`src/rtl/if_stage_pkg.sv`:
```
// Shared if_stage definitions: bus macros, reset level, FSM encodings and PC helpers.
`ifndef IF_STAGE_DEFINES
`define IF_STAGE_DEFINES
`define RstEnable   1'b1
`define InstAddrBus 31:0
`define InstBus     31:0
`define ZeroWord    32'h0000_0000
`endif

package if_stage_pkg;
   typedef enum logic [1:0] {
      IF_S_IDLE  = 2'd0,
      IF_S_FETCH = 2'd1,
      IF_S_HOLD  = 2'd2,
      IF_S_ERR   = 2'd3
   } if_state_e;

   localparam logic [31:0] PC_INC = 32'd4;

   function automatic logic [31:0] align_pc(input logic [31:0] a);
      return a & 32'hFFFF_FFFC;
   endfunction
endpackage

```
`src/rtl/if_stage_skid_buf.sv`:
```
// One-entry {pc, inst} holding register for a word returned while decode is stalled.
module if_skid_buf
   import if_stage_pkg::*;
(
   input  logic                clk,
   input  logic                rst,
   input  logic                load,
   input  logic                unload,
   input  logic                clear,
   input  logic [`InstAddrBus] load_pc,
   input  logic [`InstBus]     load_inst,
   output logic                full,
   output logic [`InstAddrBus] pc,
   output logic [`InstBus]     inst
);
   always_ff @(posedge clk) begin
      if (rst == `RstEnable || clear) begin
         full <= 1'b0;
         pc   <= `ZeroWord;
         inst <= `ZeroWord;
      end else if (load) begin
         full <= 1'b1;
         pc   <= load_pc;
         inst <= load_inst;
      end else if (unload) begin
         full <= 1'b0;
      end
   end
endmodule

```
`src/rtl/if_stage.sv`:
```
// Instruction fetch stage and IF/ID register with stall, flush and skid buffer.
// Optional fetch timeout (S_ERR, sticky fetch_err_o) enabled by FETCH_TIMEOUT_EN.
module if_stage
   import if_stage_pkg::*;
#(
   parameter logic [31:0] RESET_PC       = 32'h0000_0000,
   parameter int unsigned TIMEOUT_CYCLES = 16
) (
   input  logic                clk,
   input  logic                rst,
   input  logic                stall_i,
   input  logic                flush_i,
   input  logic [`InstAddrBus] new_pc_i,
   output logic                rom_ce_o,
   output logic [`InstAddrBus] rom_addr_o,
   input  logic [`InstBus]     rom_data_i,
   input  logic                rom_ready_i,
   output logic [`InstAddrBus] id_pc_o,
   output logic [`InstBus]     id_inst_o,
   output logic                id_valid_o,
   output logic                fetch_err_o
);
   if_state_e          state, state_n;
   logic [31:0]        pc, pc_n;
   logic               rom_ce_n;
   logic [31:0]        id_pc_n, id_inst_n;
   logic               id_valid_n;
   logic               skid_load, skid_unload, skid_clear, skid_full;
   logic [31:0]        skid_pc, skid_inst;

   assign rom_addr_o = pc;

   if_skid_buf u_skid (
      .clk       (clk),
      .rst       (rst),
      .load      (skid_load),
      .unload    (skid_unload),
      .clear     (skid_clear),
      .load_pc   (pc),
      .load_inst (rom_data_i),
      .full      (skid_full),
      .pc        (skid_pc),
      .inst      (skid_inst)
   );

`ifdef FETCH_TIMEOUT_EN
   logic [15:0] tcnt, tcnt_n, tcnt_inc;
   logic        err, err_n;
   assign tcnt_inc    = tcnt + 16'd1;
   assign fetch_err_o = err;
`else
   assign fetch_err_o = 1'b0;
`endif

   always_comb begin
      state_n     = state;
      pc_n        = pc;
      id_pc_n     = id_pc_o;
      id_inst_n   = id_inst_o;
      id_valid_n  = id_valid_o;
      skid_load   = 1'b0;
      skid_unload = 1'b0;
      skid_clear  = 1'b0;
`ifdef FETCH_TIMEOUT_EN
      tcnt_n      = tcnt;
      err_n       = err;
`endif
      if (flush_i) begin
         // Redirect wins over stall and drops any same-cycle ROM word.
         pc_n       = align_pc(new_pc_i);
         skid_clear = 1'b1;
         id_valid_n = 1'b0;
         id_inst_n  = `ZeroWord;
         state_n    = IF_S_FETCH;
`ifdef FETCH_TIMEOUT_EN
         tcnt_n     = 16'd0;
`endif
      end else begin
         case (state)
            IF_S_IDLE: state_n = IF_S_FETCH;
            IF_S_FETCH: begin
               if (rom_ready_i) begin
                  pc_n = pc + PC_INC;
                  if (!stall_i) begin
                     id_pc_n    = pc;
                     id_inst_n  = rom_data_i;
                     id_valid_n = 1'b1;
                  end else begin
                     skid_load = 1'b1;
                     state_n   = IF_S_HOLD;
                  end
`ifdef FETCH_TIMEOUT_EN
                  tcnt_n = 16'd0;
`endif
               end else begin
                  if (!stall_i) begin
                     id_valid_n = 1'b0;
                     id_inst_n  = `ZeroWord;
                  end
`ifdef FETCH_TIMEOUT_EN
                  tcnt_n = tcnt_inc;
                  if (tcnt_inc == 16'(TIMEOUT_CYCLES)) begin
                     err_n   = 1'b1;
                     state_n = IF_S_ERR;
                  end
`endif
               end
            end
            IF_S_HOLD: begin
               // rom_ready_i is ignored here; the next word is refetched after unload.
               if (!stall_i) begin
                  id_pc_n     = skid_pc;
                  id_inst_n   = skid_inst;
                  id_valid_n  = skid_full;
                  skid_unload = 1'b1;
                  state_n     = IF_S_FETCH;
               end
            end
`ifdef FETCH_TIMEOUT_EN
            IF_S_ERR: begin
               id_valid_n = 1'b0;
               id_inst_n  = `ZeroWord;
            end
`endif
            default: state_n = IF_S_IDLE;
         endcase
      end
`ifdef FETCH_TIMEOUT_EN
      if (state_n != state) tcnt_n = 16'd0;
`endif
      rom_ce_n = (state_n == IF_S_FETCH) || (state_n == IF_S_HOLD);
   end

   always_ff @(posedge clk) begin
      if (rst == `RstEnable) begin
         state      <= IF_S_IDLE;
         pc         <= RESET_PC;
         rom_ce_o   <= 1'b0;
         id_pc_o    <= `ZeroWord;
         id_inst_o  <= `ZeroWord;
         id_valid_o <= 1'b0;
`ifdef FETCH_TIMEOUT_EN
         tcnt       <= 16'd0;
         err        <= 1'b0;
`endif
      end else begin
         state      <= state_n;
         pc         <= pc_n;
         rom_ce_o   <= rom_ce_n;
         id_pc_o    <= id_pc_n;
         id_inst_o  <= id_inst_n;
         id_valid_o <= id_valid_n;
`ifdef FETCH_TIMEOUT_EN
         tcnt       <= tcnt_n;
         err        <= err_n;
`endif
      end
   end
endmodule

```
`config.mk`:
```
export PLATFORM = sky130hd
export DESIGN_NAME = if_stage
export DESIGN_NICKNAME = d
export VERILOG_FILES = /design/src/rtl/if_stage_pkg.sv /design/src/rtl/if_stage_skid_buf.sv /design/src/rtl/if_stage.sv
export SDC_FILE = /design/constraint.sdc
export NUM_CORES = 1
export LEC_CHECK = 0
export CORE_MARGIN = 2
export CORE_UTILIZATION = 40
export CTS_CLUSTER_SIZE = 16
export DETAILED_ROUTE_END_ITERATION = 10
export GPL_TIMING_DRIVEN = 0
export PLACE_DENSITY = 0.76
export SYNTH_ARGS = -nofsm -noshare
export SYNTH_HDL_FRONTEND = slang
export SYNTH_SLANG_ARGS = --single-unit
```
`constraint.sdc`:
```
create_clock -name clk -period 3 [get_ports clk]
set_clock_uncertainty 0.2 [all_clocks]
set_input_delay 0.6 -clock clk [delete_from_list [all_inputs] [get_ports clk]]
set_output_delay 0.6 -clock clk [all_outputs]
set_load 0.01 [all_outputs]
```
==> impl_metrics.env, run 1 <==
export IMPL_status="completed"
export IMPL_hold_slack_ns=0.253
export IMPL_clk_path_buf_depth=2
export IMPL_dpl_cell_count=1264
export IMPL_layout_min_cycle_time_ns=2.88
export IMPL_synth_area_leaders="dfxtp_1, nand2_1, a211oi_1"
export IMPL_async_reset_ff_share_pct=0
export IMPL_p_per_area_nw_per_um2=564
export IMPL_final_cells=1297
export IMPL_seq_area_um2=3180
export IMPL_grt_overflow=0
export IMPL_grt_use_total_pct=22.7
export IMPL_detail_route_antenna_nets=0
export IMPL_synth_xor_area_share_pct=1.38
export IMPL_dr_pass1_iters=5
export IMPL_endpoint_kind="flip-flop"
export IMPL_io_pins=168
export IMPL_core_um2=17200
export IMPL_p_leak_uw=0.00316
export IMPL_crit_fanout=10
export IMPL_synth_area_mux_share_pct=4.45
export IMPL_cts_buffers=17
export IMPL_ir_worst_vdd_mv=0.401
export IMPL_period_share_pct=96.1
export IMPL_final_common_cell="nand2_1"
export IMPL_synthAdderAreaFrac_pct=0.898
export IMPL_cts_tree="built"
export IMPL_clkSlewWorstSetupHoldPaths_ns=0.06
export IMPL_max_slew_margin_rel_pct=25.6
export IMPL_nNetsFinal=1133
export IMPL_synth_top_cell_area_share_pct=45.7
export IMPL_startpoint="rom_ready_i"
export IMPL_port_buffers=159
export IMPL_synthFlopType="dfxtp_1"
export IMPL_critPathLaunchType="input port"
export IMPL_worst_pin_slew_ns=1.11
export IMPL_setup_viol=0
export IMPL_path_cells="clkdlybuf4s50_1 > nand4_1 > or4_1 > clkbuf_1 > or4_1 > a311oi_1"
export IMPL_multiInputGateArea_um2=3420
export IMPL_gp_congestion=0.828
export IMPL_cts_max_level=4
export IMPL_yosys_area_share_simple_pct=22.0
export IMPL_maxSlewViolCount=0
export IMPL_hold_path_class="reg -> reg"
export IMPL_hold_viol_final=0
export IMPL_syn_area_um2=6970
export IMPL_final_cell_area_um2=9510
export IMPL_root_buffer="clkbuf_16"
export IMPL_ys_types=45
export IMPL_area_growth_pct=36.5
export IMPL_synth_top_family_by_area="simple AND/OR/NAND/NOR gates"
export IMPL_drtIter0Drc=470
export IMPL_power_total_uw=5370
export IMPL_routed_wl_um=21000
export IMPL_fmax_mhz=347
export IMPL_cpLargestDelayFamily="simple AND/OR/NAND/NOR gates"
export IMPL_avgSynthCellArea_um2=7.95
export IMPL_synth_edf_count=0
export IMPL_slowest_stage="clkdlybuf4s50_1"
export IMPL_yosys_register_bits=159
export IMPL_cp_required_ns=3.13
export IMPL_yosys_warnings=0
export IMPL_vias=6947
export IMPL_crit_top_cell="or4_1"
export IMPL_die_area_um2=18500
export IMPL_slowest_delay_ns=0.59
export IMPL_post_route_util_pct=55.4
export IMPL_timing_critical_path_buf_inv=2
export IMPL_antenna_found_initial=0
export IMPL_grt_max_degree=17
export IMPL_synthCells=876
export IMPL_die_w_um=136
export IMPL_holdBufCountCts=0
export IMPL_grt_pass1_wl_um=32800
export IMPL_core_rowCount=48
export IMPL_route_detailed_drc=0
export IMPL_synth_area_leader_cell="dfxtp_1"
export IMPL_n_fill_cell=1641
export IMPL_synth_seq_area_share_pct=45.7
export IMPL_cap_violations=0
export IMPL_die_y_um=136
export IMPL_mostFrequentLayoutCells="nand2_1, dfxtp_1, clkdlybuf4s50_1"
export IMPL_drive_above_1_share_pct=4.94
export IMPL_critPathArrivalTime_ns=3.02
export IMPL_crit_type="in -> reg"
export IMPL_dpl_cell_area_um2=8860
export IMPL_routedWlPerCell_um=16.2
export IMPL_grt_pass1_vias=6332
export IMPL_start_util_pct=40.6
export IMPL_routed_via_density=5.36
export IMPL_r2r_start="state[1]$_SDFF_PP0_"
export IMPL_dp_final_hpwl_um=14800
export IMPL_worstSkewPairLatency_ns=0.43
export IMPL_clkSinkCount=159
export IMPL_diodes=0
export IMPL_synth_compound_area_share_pct=20.0
export IMPL_hp_start="u_skid.inst[21]$_SDFFE_PP0P_"
[cells by family after synthesis]
logic type / Yosys count
AOI/OAI and AO/OA: 218
DFF: 159
other: 1
xor gates and xnor gates: 11
and+or+nand+nor: 357
buffers and inverters: 94
muxes: 31
adders and majority gates: 5
[power breakdown]
group          switching [uW]  internal, uW  total (uW)
combinational             383           351         734
clock                     895          1440        2340
sequential               90.8          2210        2300
total                    1370          4000        5370
[worst paths after layout]
check | slack, ns | cells after the start | end
worst max-delay path | 0.12 | 6 | rom_addr_o[23]$_SDFFE_PP0P_
worst min-delay path | 0.25 | 2 | u_skid.inst[21]$_SDFFE_PP0P_
worst max register to register | 0.17 | 8 | rom_addr_o[28]$_SDFFE_PP0P_
worst min register to register | 0.25 | 2 | u_skid.inst[21]$_SDFFE_PP0P_
[worst reg2reg max path, cell delays in order (launching register included)]
cell and delay [ns]:
dfxtp_1 0.34, inv_1 0.09, ha_1 0.16, buf_2 0.20, nand3_2 0.16, or4_4 0.60
buf_6 0.17, or4_1 0.49, a311oi_1 0.31
[area by class of cell]
type	instances	share of cell area, %
buffer	80	3.55
clock buffer	20	4.80
clock inverter	12	1.93
inverter	14	0.552
multi-input combinational	627	35.9
sequential	159	33.5
tap	225	2.96
timing repair buffer	160	16.8
[routing by layer]
| metal | up-vias | track usage [%] | share of wire [%] |
|---|---|---|---|
| met5 | - | 0 | 0 |
| met4 | 0 | 9.32 | 2.6 |
| met3 | 37 | 3.99 | 6.3 |
| met2 | 259 | 37.0 | 47 |
| met1 | 3241 | 29.7 | 44 |
| li1 | 3410 | - | - |
[Yosys cell counts (2+ instances only)]
cell type / number
ha_1: 5
a2111oi_0: 2
nand2b_1: 3
or3_1: 2
buf_6: 2
a21oi_1: 104
a211oi_1: 72
nor3_1: 7
xor2_1: 2
o21ai_0: 7
o31ai_1: 9
inv_1: 14
a311oi_1: 15
or4_1: 9
and4_1: 5
mux2i_1: 31
buf_4: 5
a221oi_1: 3
and3_1: 3
nor4_1: 4
dfxtp_1: 159
nand4_1: 8
buf_1: 14
xnor2_1: 9
nand2_1: 169
or3_2: 2
clkbuf_1: 58
nand3_1: 11
nor2_1: 126
[flip-flops by register name, indices dropped and copies added (netlist names)]
signal	count
id_valid_o	1
id_pc_o	30
rom_addr_o	30
id_inst_o	32
u_skid.pc	30
u_skid.full	1
rom_ce_o	1
state	2
u_skid.inst	32
[per-stage QoR]
step,TNS [ns],worst slack (ns)
6_report,0,0.117
5_1_grt,-0.00106,-0.00106
4_1_cts,0,0.107
3_5_place_dp,-2.09,-0.290
3_3_place_gp,-1.72,-0.257
2_1_floorplan,0,0.465
[timing repair]
item	CTS	global route
buffers inserted	0	1
setup endpoints to repair	0	14
resized for setup	0	5
No activity file was read; power rests on OpenSTA's default activity.
==> inputs of run 2 (changes only) <==
--- a/config.mk
+++ b/config.mk
@@ -7,6 +7,7 @@
 export LEC_CHECK = 0
 export CORE_MARGIN = 2
 export CORE_UTILIZATION = 40
+export CTS_BUF_LIST = sky130_fd_sc_hd__clkbuf_2
 export CTS_CLUSTER_SIZE = 16
 export DETAILED_ROUTE_END_ITERATION = 10
 export GPL_TIMING_DRIVEN = 0
==> impl_metrics.env, run 2 (same netlist as run 1, synthesis figures left out) <==
export IMPL_status="completed"
export IMPL_dp_final_hpwl_um=14800
export IMPL_dp_slack_ns=-0.290
export IMPL_root_buffer="clkbuf_2"
export IMPL_maxSlewViolCount=0
export IMPL_hold_path_class="in -> reg"
export IMPL_critPathLaunchType="flip-flop"
export IMPL_worst_pin_slew_ns=1.00
export IMPL_routedWlPerCell_um=15.9
export IMPL_seqPwrFrac_pct=52.6
export IMPL_die_area_um2=18500
export IMPL_hold_depth=2
export IMPL_vias=6909
export IMPL_grt_max_degree=17
export IMPL_hold_viol_final=0
export IMPL_clk_path_buf_depth=2
export IMPL_final_cell_area_um2=9150
export IMPL_p_comb_share_pct=16.7
export IMPL_route_detailed_drc=0
export IMPL_n_fill_cell=1673
export IMPL_routed_wl_um=20600
export IMPL_final_setup_tns_ns=0
export IMPL_antenna_found_initial=1
export IMPL_dpl_cell_area_um2=8860
export IMPL_cts_buffers=17
export IMPL_p_leak_uw=0.00302
export IMPL_max_slew_margin_rel_pct=32.6
export IMPL_detail_route_antenna_nets=0
export IMPL_cts_max_level=4
export IMPL_seq_area_um2=3180
export IMPL_start_util_pct=40.6
export IMPL_power_frac_clock_pct=30.6
export IMPL_grt_use_total_pct=22.3
export IMPL_die_w_um=136
export IMPL_endpoint_kind="flip-flop"
export IMPL_core_rowCount=48
export IMPL_p_per_area_nw_per_um2=478
export IMPL_drive_above_1_share_pct=5.04
export IMPL_drtIter0Drc=476
export IMPL_multiInputGateArea_um2=3420
export IMPL_clkSinkCount=159
export IMPL_routed_via_density=5.33
export IMPL_clkSlewWorstSetupHoldPaths_ns=0.23
export IMPL_grt_overflow=0
export IMPL_final_common_cell="nand2_1"
export IMPL_r2r_start="state[1]$_SDFF_PP0_"
export IMPL_dr_pass1_iters=5
export IMPL_io_pins=168
export IMPL_cts_tree="built"
export IMPL_reg_top3="id_inst_o: 32 flops, u_skid.inst: 32 flops"
export IMPL_min_to="rom_addr_o[29]$_SDFFE_PP0P_"
export IMPL_r2r_slack_ns=0.21
export IMPL_die_y_um=136
export IMPL_r2r_end="rom_addr_o[20]$_SDFFE_PP0P_"
export IMPL_gp_congestion=0.828
export IMPL_layout_min_cycle_time_ns=2.79
export IMPL_mostFrequentLayoutCells="nand2_1, clkdlybuf4s50_1, dfxtp_1"
export IMPL_internal_power_uw=3110
export IMPL_nNetsFinal=1132
export IMPL_core_um2=17200
export IMPL_port_buffers=159
export IMPL_crit_type="reg -> reg"
export IMPL_ir_worst_vdd_mv=0.226
export IMPL_cap_violations=0
export IMPL_area_growth_pct=31.3
export IMPL_worstSkewPairLatency_ns=0.76
export IMPL_setup_viol=0
export IMPL_grt_pass1_vias=6241
export IMPL_cp_required_ns=3.47
export IMPL_grt_pass1_wl_um=32300
export IMPL_postLayoutSetupSlackWorst_ns=0.207
export IMPL_period_share_pct=93.1
export IMPL_hp_start="flush_i"
export IMPL_fmax_mhz=358
export IMPL_switchingPower_uw=1260
export IMPL_swShare_pct=28.8
export IMPL_rsz0062_at_grt="no"
export IMPL_crit_fanout=10
export IMPL_ff2ff_path_depth=8
export IMPL_critPathArrivalTime_ns=3.26
## run 2: changes by cell type in the layout (fill, tap and decap cells not counted), sizes merged
| cell | before | now |
|---|---|---|
| diode | 0 | 1 |
| clkinv | 5 | 7 |
| clkbuf | 78 | 76 |
| buf | 23 | 22 |
## run 2: cell type report
cell class	count	area share (%)
inverters	14	0.574
repair buffers	159	17.4
well taps	225	3.08
multi-input cells	627	37.3
diodes	1	0.0273
flip-flops and latches	159	34.8
plain buffers	80	3.72
clock buffers	18	0.984
clock inverters	14	2.09
## run 2: power groups by stage
stage | logic [uW] | registers, uW | clock network (uW)
2_1_floorplan | 324 | 2360 | 0
3_3_place_gp | 720 | 2340 | 0
3_5_place_dp | 727 | 2340 | 0
4_1_cts | 732 | 2300 | 1360
5_1_grt | 800 | 2320 | 1440
6_report | 732 | 2300 | 1340
## run 2: per-stage QoR
stage                     total power [uW]  std cells  hold slack, ns  util (%)
after floorplan                       2680        880           0.236         -
after global placement                3060       1264           0.241      51.6
after detailed placement              3070       1264           0.246      51.6
after CTS                             4390       1296          0.0964      53.2
after global routing                  4560       1297           0.132      53.3
final                                 4370       1297           0.157      53.3
## run 2: critical path, cell delays in order (launching register included)
cell	delay, ns
dfxtp_1	0.39
inv_1	0.09
ha_1	0.16
buf_2	0.20
nand3_2	0.16
or4_4	0.60
buf_6	0.17
or4_1	0.46
a311oi_1	0.28
## run 2: layer usage
metal	part of all wire [%]	global-route usage (%)
met5	0	0
met1	44	29.2
met4	2.8	8.68
met2	47	36.7
met3	6.3	4.06
## run 2: what timing repair did
action,CTS,global route
endpoints found under the setup margin,0,23
hold buffers,0,0
resized for setup,0,11
setup buffers,0,0
## run 2: worst max path at each step
stage / to / cells after the start / from / slack (ns)
after floorplan: rom_addr_o[28]$_SDFFE_PP0P_ / 8 / state[1]$_SDFF_PP0_ / 0.47
after global placement: rom_addr_o[23]$_SDFFE_PP0P_ / 6 / rom_ready_i / -0.26
after detailed placement: rom_addr_o[25]$_SDFFE_PP0P_ / 6 / rom_ready_i / -0.29
after CTS: rom_addr_o[28]$_SDFFE_PP0P_ / 8 / state[1]$_SDFF_PP0_ / 0.15
after global routing: id_pc_o[29]$_SDFFE_PP0P_ / 7 / state[0]$_SDFF_PP0_ / 0.06
final: rom_addr_o[20]$_SDFFE_PP0P_ / 8 / state[1]$_SDFF_PP0_ / 0.21
==> inputs of run 3 (changes only) <==
--- a/config.mk
+++ b/config.mk
@@ -5,13 +5,13 @@
 export SDC_FILE = /design/constraint.sdc
 export NUM_CORES = 1
 export LEC_CHECK = 0
-export CORE_MARGIN = 2
+export CORE_MARGIN = 5
 export CORE_UTILIZATION = 40
 export CTS_BUF_LIST = sky130_fd_sc_hd__clkbuf_2
 export CTS_CLUSTER_SIZE = 16
 export DETAILED_ROUTE_END_ITERATION = 10
 export GPL_TIMING_DRIVEN = 0
-export PLACE_DENSITY = 0.76
+export PLACE_DENSITY = 0.78
 export SYNTH_ARGS = -nofsm -noshare
 export SYNTH_HDL_FRONTEND = slang
 export SYNTH_SLANG_ARGS = --single-unit
==> constraint.sdc (replaced) <==
create_clock -name clk -period 2.35 [get_ports clk]
set_clock_uncertainty 0.2 [all_clocks]
set_input_delay 0.47 -clock clk [delete_from_list [all_inputs] [get_ports clk]]
set_output_delay 0.47 -clock clk [all_outputs]
set_load 0.01 [all_outputs]
==> impl_metrics.env, run 3 (same netlist as run 1, synthesis figures left out) <==
export IMPL_routed_via_density=5.40
export IMPL_hold_path_class="in -> reg"
export IMPL_start_util_pct=40.6
export IMPL_die_y_um=142
export IMPL_p_leak_uw=0.00393
export IMPL_max_slew_margin_rel_pct=51.7
export IMPL_worstSkewPairLatency_ns=0.76
export IMPL_violations="negative setup slack"
export IMPL_layout_min_cycle_time_ns=2.51
export IMPL_cap_violations=0
export IMPL_endpoint_kind="flip-flop"
export IMPL_route_detailed_drc=0
export IMPL_slowest_delay_ns=0.57
export IMPL_grt_pass1_wl_um=35500
export IMPL_dpl_cell_count=1264
export IMPL_grt_max_degree=17
export IMPL_clk_path_buf_depth=2
export IMPL_grt_pass1_vias=6901
export IMPL_routed_wl_um=22700
export IMPL_fmax_mhz=398
export IMPL_reg_top3="id_inst_o: 32 flops, u_skid.inst: 32 flops"
export IMPL_status="finished, violations left"
export IMPL_ff2ff_path_depth=8
export IMPL_postLayoutSetupSlackWorst_ns=-0.163
export IMPL_cp_required_ns=2.81
export IMPL_cts_max_level=4
export IMPL_gp_congestion=0.844
export IMPL_mostFrequentLayoutCells="nand2_1, nor2_1, a21oi_1"
export IMPL_antenna_found_initial=1
export IMPL_die_w_um=142
export IMPL_crit_top_cell="buf_6"
export IMPL_die_area_um2=20200
export IMPL_power_total_uw=5570
export IMPL_io_pins=168
export IMPL_dp_final_hpwl_um=15400
export IMPL_drtIter0Drc=521
export IMPL_grt_use_total_pct=21.9
export IMPL_final_common_cell="nand2_1"
export IMPL_final_cells=1346
export IMPL_critPathLaunchType="flip-flop"
export IMPL_core_um2=17200
export IMPL_drive_above_1_share_pct=19.5
export IMPL_p_per_area_nw_per_um2=571
export IMPL_port_buffers=159
export IMPL_critPathArrivalTime_ns=2.98
export IMPL_hold_viol_final=0
export IMPL_final_setup_tns_ns=-0.450
export IMPL_clkSlewWorstSetupHoldPaths_ns=0.24
export IMPL_rsz0062_at_grt="yes"
export IMPL_dr_pass1_iters=5
export IMPL_hold_depth=3
export IMPL_worst_pin_slew_ns=0.724
export IMPL_detail_route_antenna_nets=0
export IMPL_cts_buffers=17
export IMPL_vias=7262
export IMPL_area_growth_pct=40.1
export IMPL_slowest_stage="or4_4"
export IMPL_grt_overflow=0
export IMPL_routedWlPerCell_um=16.8
export IMPL_period_share_pct=107
export IMPL_nNetsFinal=1182
export IMPL_setup_viol=7
export IMPL_cts_tree="built"
export IMPL_crit_fanout=6
export IMPL_path_cells="ha_4 > buf_6 > nand3_4 > or4_4 > buf_6 > buf_4 > or3_4 > a311oi_2"
export IMPL_clkSinkCount=159
export IMPL_core_rowCount=48
export IMPL_ir_worst_vdd_mv=0.355
export IMPL_root_buffer="clkbuf_2"
export IMPL_crit_type="reg -> reg"
export IMPL_maxSlewViolCount=0
-- run 3: changes by cell type in the layout (fill, tap and decap cells not counted), sizes merged, moves of 11 or more --
cell	delta
buf	+50
clkdlybuf4s50	-94
dlygate4sd2	+83
dlymetal6s2s	+11
-- run 3: worst paths after layout --
check	start	end	slack (ns)
max reg2reg	state[0]$_SDFF_PP0_	rom_addr_o[18]$_SDFFE_PP0P_	-0.16
min	new_pc_i[23]	rom_addr_o[23]$_SDFFE_PP0P_	0.05
min reg2reg	u_skid.pc[20]$_SDFFE_PP0P_	u_skid.pc[20]$_SDFFE_PP0P_	0.27
max	state[0]$_SDFF_PP0_	rom_addr_o[18]$_SDFFE_PP0P_	-0.16
-- run 3: cell type report --
cell class | count | area (um^2)
diodes | 1 | 2.50
clock buffers | 18 | 90.1
repair buffers | 213 | 1930
clock inverters | 13 | 171
fillers | 1600 | 7420
multi-input cells | 627 | 3520
plain buffers | 76 | 372
well taps | 225 | 282
flip-flops and latches | 159 | 3340
inverters | 14 | 52.6
-- run 3: report_power, final --
group / switching (uW) / internal [uW] / total (uW) / leakage, uW
logic: 543 / 451 / 994 / 0.00245
clock network: 982 / 681 / 1660 / 0.000144
registers: 89.1 / 2820 / 2910 / 0.00133
total: 1610 / 3960 / 5570 / 0.00393
-- run 3: per-stage QoR --
stage / hold WS (ns) / utilization, % / setup WS (ns) / area (um^2)
2_1_floorplan: 0.236 / - / -0.0281 / 7020
3_3_place_gp: 0.241 / 51.8 / -0.847 / 8890
3_5_place_dp: 0.246 / 51.8 / -0.850 / 8890
4_1_cts: 0.0172 / 55.7 / -0.108 / 9560
5_1_grt: -0.0000503 / 56.8 / -0.184 / 9760
6_report: 0.0507 / 56.8 / -0.163 / 9760
-- run 3: what timing repair did --
| item | CTS | global route |
|---|---|---|
| resized for setup | 204 | 44 |
| setup endpoints to repair | 172 | 137 |
| endpoints found under the hold margin | 2 | 0 |
| hold buffers | 2 | 0 |
| pin swaps | 7 | 6 |
| gates cloned | 0 | 0 |
| setup buffers | 39 | 13 |
-- run 3: layer usage --
layer / vias up / GRT usage [%] / share of wire, %
met1: 3420 / 28.3 / 42
met3: 55 / 5.17 / 6.5
met4: 0 / 9.14 / 3.5
met5: - / 0 / 0
met2: 272 / 35.3 / 48
li1: 3515 / - / -
-- run 3: critical path: cells and delay by family, from the launching register on --
family	cells	cell delay [ns]
AOI/OAI and AO/OA	1	0.30
adders and majority gates	1	0.13
buffers and inverters	3	0.38
DFF	1	0.43
and+or+nand+nor	3	0.97
